`config.mk`:
```
export PLATFORM = sky130hd
export DESIGN_NAME = lin_approx_counter
export DESIGN_NICKNAME = d
export VERILOG_FILES = /design/src/rtl/lin_approx_counter.sv
export SDC_FILE = /design/constraint.sdc
export NUM_CORES = 1
export LEC_CHECK = 0
export BUFFER_PORTS_ARGS = -buffer_cell sky130_fd_sc_hd__buf_2
export CORE_ASPECT_RATIO = 0.7
export CORE_MARGIN = 2
export CORE_UTILIZATION = 44
export DETAILED_ROUTE_END_ITERATION = 6
export PLACE_DENSITY_LB_ADDON = 0.25
export SYNTH_ARGS = -nofsm -noshare
export SYNTH_HDL_FRONTEND = slang
export SYNTH_SLANG_ARGS = --single-unit
```
`constraint.sdc`:
```
create_clock -name clk -period 5.5 [get_ports clk]
set_input_delay 0.275 -clock clk [delete_from_list [all_inputs] [get_ports clk]]
set_output_delay 0.275 -clock clk [all_outputs]
set_load 0.02 [all_outputs]
```
`src/rtl/lin_approx_counter.sv`:
```
// lin_approx_counter: counts pt/ct pairs satisfying a masked linear approximation; define PARITY_PIPE_EN for a registered parity stage
module lin_approx_counter #(
    parameter int          SAMPLES_LOG2 = 20,
    parameter logic [63:0] PT_MASK      = 64'h2104_0080_0000_8000,
    parameter logic [63:0] CT_MASK      = 64'h0000_8000_2104_0080,
    parameter int          CNT_W        = SAMPLES_LOG2 + 1
) (
    input  logic             clk,
    input  logic             rst_n,
    input  logic             start,
    input  logic             in_valid,
    input  logic [63:0]      pt,
    input  logic [63:0]      ct,
    output logic [CNT_W-1:0] count,
    output logic             busy,
    output logic             done
);
    typedef enum logic [1:0] {IDLE, RUN, DRAIN, DONE} state_t;
    state_t                  state_q;
    logic [SAMPLES_LOG2-1:0] samp_q;
    logic [CNT_W-1:0]        count_q;
    logic                    busy_q, done_q;
    logic                    hit_d, acc, inc;
    // a pair is accepted only while running; the approximation holds on even masked parity
    always_comb begin
        acc   = (state_q == RUN) && in_valid;
        hit_d = ~((^(pt & PT_MASK)) ^ (^(ct & CT_MASK)));
    end
`ifdef PARITY_PIPE_EN
    localparam state_t LAST = DRAIN;
    logic pv_q, ph_q;
    // register accept strobe and parity; a start from IDLE/DONE has acc=0 so the stage clears itself
    always_ff @(posedge clk) begin
        if (!rst_n) begin
            pv_q <= 1'b0;
            ph_q <= 1'b0;
        end else begin
            pv_q <= acc;
            ph_q <= hit_d;
        end
    end
    assign inc = pv_q & ph_q;
`else
    localparam state_t LAST = DONE;
    assign inc = acc & hit_d;
`endif
    // run control: sample counting, hit counting and registered status flags
    always_ff @(posedge clk) begin
        if (!rst_n) begin
            state_q <= IDLE;
            samp_q  <= '0;
            count_q <= '0;
            busy_q  <= 1'b0;
            done_q  <= 1'b0;
        end else begin
            if (inc) count_q <= count_q + CNT_W'(1);
            case (state_q)
                RUN: if (acc) begin
                    samp_q <= samp_q + SAMPLES_LOG2'(1);
                    if (&samp_q) begin
                        state_q <= LAST;
                        busy_q  <= (LAST == DRAIN);
                        done_q  <= (LAST == DONE);
                    end
                end
`ifdef PARITY_PIPE_EN
                DRAIN: begin
                    state_q <= DONE;
                    busy_q  <= 1'b0;
                    done_q  <= 1'b1;
                end
`endif
                default: if (start) begin
                    state_q <= RUN;
                    samp_q  <= '0;
                    count_q <= '0;
                    busy_q  <= 1'b1;
                    done_q  <= 1'b0;
                end
            endcase
        end
    end
    assign count = count_q;
    assign busy  = busy_q;
    assign done  = done_q;
endmodule

```
# Word level (Yosys, flattened, before mapping)
# Cells that the tools add are included.
[totals]
output_inout_bits = 23
word_cells = 38
inputBits = 132
ff_bits = 45
[classes]
bitwise = 3
reduce_logical = 7
n_eq_ne = 3
mux = 18
add_sub_neg = 2
[ops]
columns = ["operator", "n"]
rows = [
  ["parity 64 bit", 2],
  ["two-way mux 21 bit", 3],
  ["two-way mux 20 bit", 3],
  ["adder 21 x 1 -> 21 bit, second input constant", 1],
  ["adder 20 x 1 -> 20 bit, second input constant", 1],
  ["AND reduction 20 bit", 1],
  ["two-way mux 1 bit", 8],
  ["two-way mux 2 bit", 4],
  ["AND reduction 3 bit", 1],
  ["== test 2 x 1 -> 1 bit, second input constant", 1],
  ["!= test 2 x 1 -> 1 bit, second input constant", 1],
  ["!= test 2 bit, second input constant", 1],
  ["AND reduction 2 bit", 1],
  ["nonzero test 2 bit", 1],
  ["bitwise AND 1 bit", 1],
  ["logical AND 1 bit", 1],
  ["NOT 1 bit", 1],
  ["bitwise XOR 1 bit", 1],
]

# Depth between registers and ports, before layout
[logic_depth]
depth_word = 7
depth_mapped = 7
mapped_depth_nobuf = 6

# Worst setup path before layout
# Ideal clock, no wire load.
[synth_timing]
path_type = "register to register"
from = "reg done (netlist name)"
to = "reg count_q[8], in the netlist count[8]"
t_arrival_ns = 1.873
path_buffers = 2
required_time_ns = 5.429
setup_time_ns = 0.071
synth_period_minus_slack_ns = 1.944
path_slack_ns = 3.556
stages_incl_launch_ff = 8
cell_sequence = "dfxtp_1 > and3b_1 > clkbuf_1 > and3_1 > buf_1 > nand2_1 > or4_1 > a21oi_1"
[synth_lines]
columns = ["element", "line", "rtl"]
rows = [
  ["end signal, assigned", "56", "if (inc) count_q <= count_q + CNT_W'(1);"],
  ["end, declared", "21", "logic [CNT_W-1:0] count_q;"],
]

==> results.py <==
metrics = {
    "placement": {
        "io_buffers": 36,
        "place.gp.congestion": 0.8205,
        "dp_hpwl_mm": 3.609,
        "placed_area_um2": 2455,
    },
    "die": {
        "core_um2": 4835,
        "ioPinCount": 155,
        "rows": 21,
        "die_area_um2": 5671,
        "start_util_pct": 46.20,
        "die_h_um": 63.61,
        "die_w_um": 89.16,
    },
    "power_and_ir_drop": {
        "power_mw": 0.6203,
        "ir_drop_uv": 150.1,
        "leakagePower_nw": 0.9055,
        "power_density_nw_per_um2": 243.5,
    },
    "routing": {
        "via_per_inst": 5.718,
        "drc": 0,
        "wire_per_inst_um": 13.64,
        "ant_nets": 0,
        "vias": 2110,
        "first_pass_iters": 4,
        "drtIter0Drc": 178,
        "wl_mm": 5.033,
    },
    "finish": {
        "n_fill_cell": 479,
        "area_growth_syn_to_layout_pct": 14.06,
        "antennaDiodeCount": 0,
        "drive_gt1_share_pct": 15.33,
        "nNetsFinal": 433,
        "fin_area_um2": 2547,
    },
    "worst_setup_path": {
        "crit_fanout": 12,
        "setup.worst_path.class": "reg2reg",
        "critical_path_required_ns": 5.71,
        "critPathMaxStageDelay_ns": 0.53,
        "cp-end-kind": "flop",
        "worst_path_dominant_cell_family": "simple AND/OR/NAND/NOR gates",
        "cpMaxStageDelayCell": "or4_1",
        "cp-start-kind": "flop",
        "cp_data_arrival_time_ns": 2.62,
        "path_buf_inv": 0,
        "worstPathCellList": "nand3b_1 > nor2_1 > nand2_1 > or4_1 > a21oi_1",
    },
    "sta": {
        "rsz0062_at_grt": "false",
        "setup_viol": 0,
        "drv_slew": 0,
        "min_period_ns": 2.418,
        "tns_ns": 0,
        "skew_ns": 0.005198,
        "slew_headroom_pct": 36.14,
        "timing.fmax_mhz": 413.6,
        "worstMarginPinSlew_ns": 0.9555,
        "post-route-period-util_pct": 43.96,
        "finalHoldViolations": 0,
    },
    "logic_synthesis": {
        "postSynthCellCount": 268,
        "synth_fp_nets": 402,
        "synth_edf_count": 0,
        "yosysUniqueCellTypes": 38,
        "synth_top_area_cell": "dfxtp_1",
        "synth_area_leaders": "dfxtp_1 39%, xnor2_1 5.9%, o31ai_1 4.4%",
        "ys_seq_elements": 44,
        "syn_area_um2": 2233,
        "ys_warn_count": 0,
        "synth_top_flop_cell": "dfxtp_1",
        "yosysSeqAreaShare_pct": 39.44,
        "async_reset_ff_share_pct": 0,
        "syn_area_per_cell_um2": 8.334,
        "synth_top_area_share_pct": 39.44,
    },
    "grt": {
        "grt_use_total_pct": 18.73,
        "grt_max_degree": 31,
        "grt_pass1_vias": 1756,
        "antenna_found_initial": 0,
        "globalRouteOverflowTotal": 0,
        "grt_pass1_wl_mm": 8.411,
    },
    "run": {
        "drv_cap": 0,
    },
    "clock_tree": {
        "clkLatencyLatePin_ns": 0.29,
        "cts.clk_slew.worst_paths_ns": 0.08,
        "cts_tree": "yes",
        "ctsResizeCount": 0,
        "postCtsSetupRepairBufs": 0,
        "cts_buffers": 5,
        "cts.htree.levels": 2,
        "cts_sinks": 44,
        "cts_hold_buf": 0,
        "clock_path_buffers": 2,
        "cts_root_buf": "clkbuf_8",
    },
    "min_path": {
        "min_path_type": "in2reg",
    },
    "status": {
        "outcome": "complete, no violations",
    },
}
worst register-to-register path, cell delays in order (launching register included):
cell	delay, ns
dfxtp_1	0.34
nand3b_1	0.48
nor2_1	0.51
nand2_1	0.31
or4_1	0.53
a21oi_1	0.15
stage by stage:
stage               utilization (%)  setup WS (ns)  hold WS, ns  std cells
floorplan                         -          3.556       0.3852        268
global placement              50.78          3.176       0.4517        361
detailed placement            50.78          3.104       0.4556        361
CTS                           52.69          3.075       0.2096        369
global route                  52.69          2.856       0.2075        369
finish                        52.69          3.082       0.2110        369
synthesized netlist by cell type (all sizes together) (2+ instances only):
cell / number
dfxtp: 44
nand2: 22
a21oi: 19
nand3: 19
nor2: 17
xnor2: 15
o31ai: 13
or4: 13
nand4: 11
o21ai: 10
and3: 9
nor3: 8
nor4: 8
clkbuf: 7
o21a: 7
buf: 6
and2: 4
inv: 4
or3: 4
and4: 3
nor2b: 3
o31a: 3
a21boi: 2
a31oi: 2
ha: 2
mux2i: 2
xor2: 2
where the power goes:
part | internal (mW) | switching [mW] | total [mW] | leakage (nW)
clock | 0.100 | 0.107 | 0.207 | 0.0510
combinational | 0.0250 | 0.0665 | 0.0915 | 0.499
sequential | 0.320 | 0.00175 | 0.322 | 0.355
metal layers:
layer / up-vias / track usage [%] / share of wire (%)
met4: 0 / 4.478 / 0.72
met1: 995 / 29.77 / 53
li1: 1054 / - / -
met3: 4 / 4.325 / 5.9
met5: - / 0 / 0
met2: 57 / 25.00 / 40
placed cells by master, fill, tap and decap left out, types with 6 or more instances in the layout:
cell      netlist  layout
nor4_1          8       8
o21ai_0        10      10
xnor2_1        15      15
o21a_1          7       7
clkbuf_8        0       6
nand4_1        11      11
or4_1          13      13
a21oi_1        19      19
o31ai_1        13      13
nor3_1          8       8
nand3_1        19      19
dfxtp_1        44      44
nand2_1        22      22
buf_2           3      36
nor2_1         17      17
and3_1          9       9
area by class of cell:
| cell class | count | area, um2 | share of cell area, % |
|---|---|---|---|
| clock buffer | 6 | 82.58 | 3.242 |
| clock inverter | 2 | 10.01 | 0.3929 |
| inverter | 4 | 15.01 | 0.5894 |
| multi-input combinational | 207 | 1285 | 50.44 |
| sequential | 44 | 880.8 | 34.58 |
| tap | 69 | 86.33 | 3.389 |
| timing repair buffer | 37 | 187.7 | 7.367 |
flip-flops by register name (all words and copies together) (netlist names):
name     cells
busy         1
done         1
count       21
state_q      1
samp_q      20
cell families (layout without fill, tap and decap cells):
family / after synthesis / in the layout / synth area share, %
AO/OA/AOI/OAI: 60 / 60 / 17.09
AND/OR/NAND/NOR: 125 / 125 / 30.42
adder cells (fa/ha/maj): 2 / 2 / 1.120
flip-flops: 44 / 44 / 39.44
multiplexers: 2 / 2 / 0.8964
buffers and inverters: 17 / 49 / 3.361
XOR/XNOR: 18 / 18 / 7.675
final timing paths:
path                            startpoint          to  slack (ns)  depth (start not counted)
worst max-delay path                  done   count[11]        3.08                          5
worst min-delay path                 start  state_q[0]        0.21                          2
worst max register to register        done   count[11]        3.08                          5
worst min register to register        busy        busy        0.46                          2
(Power assumes the default switching activity.)
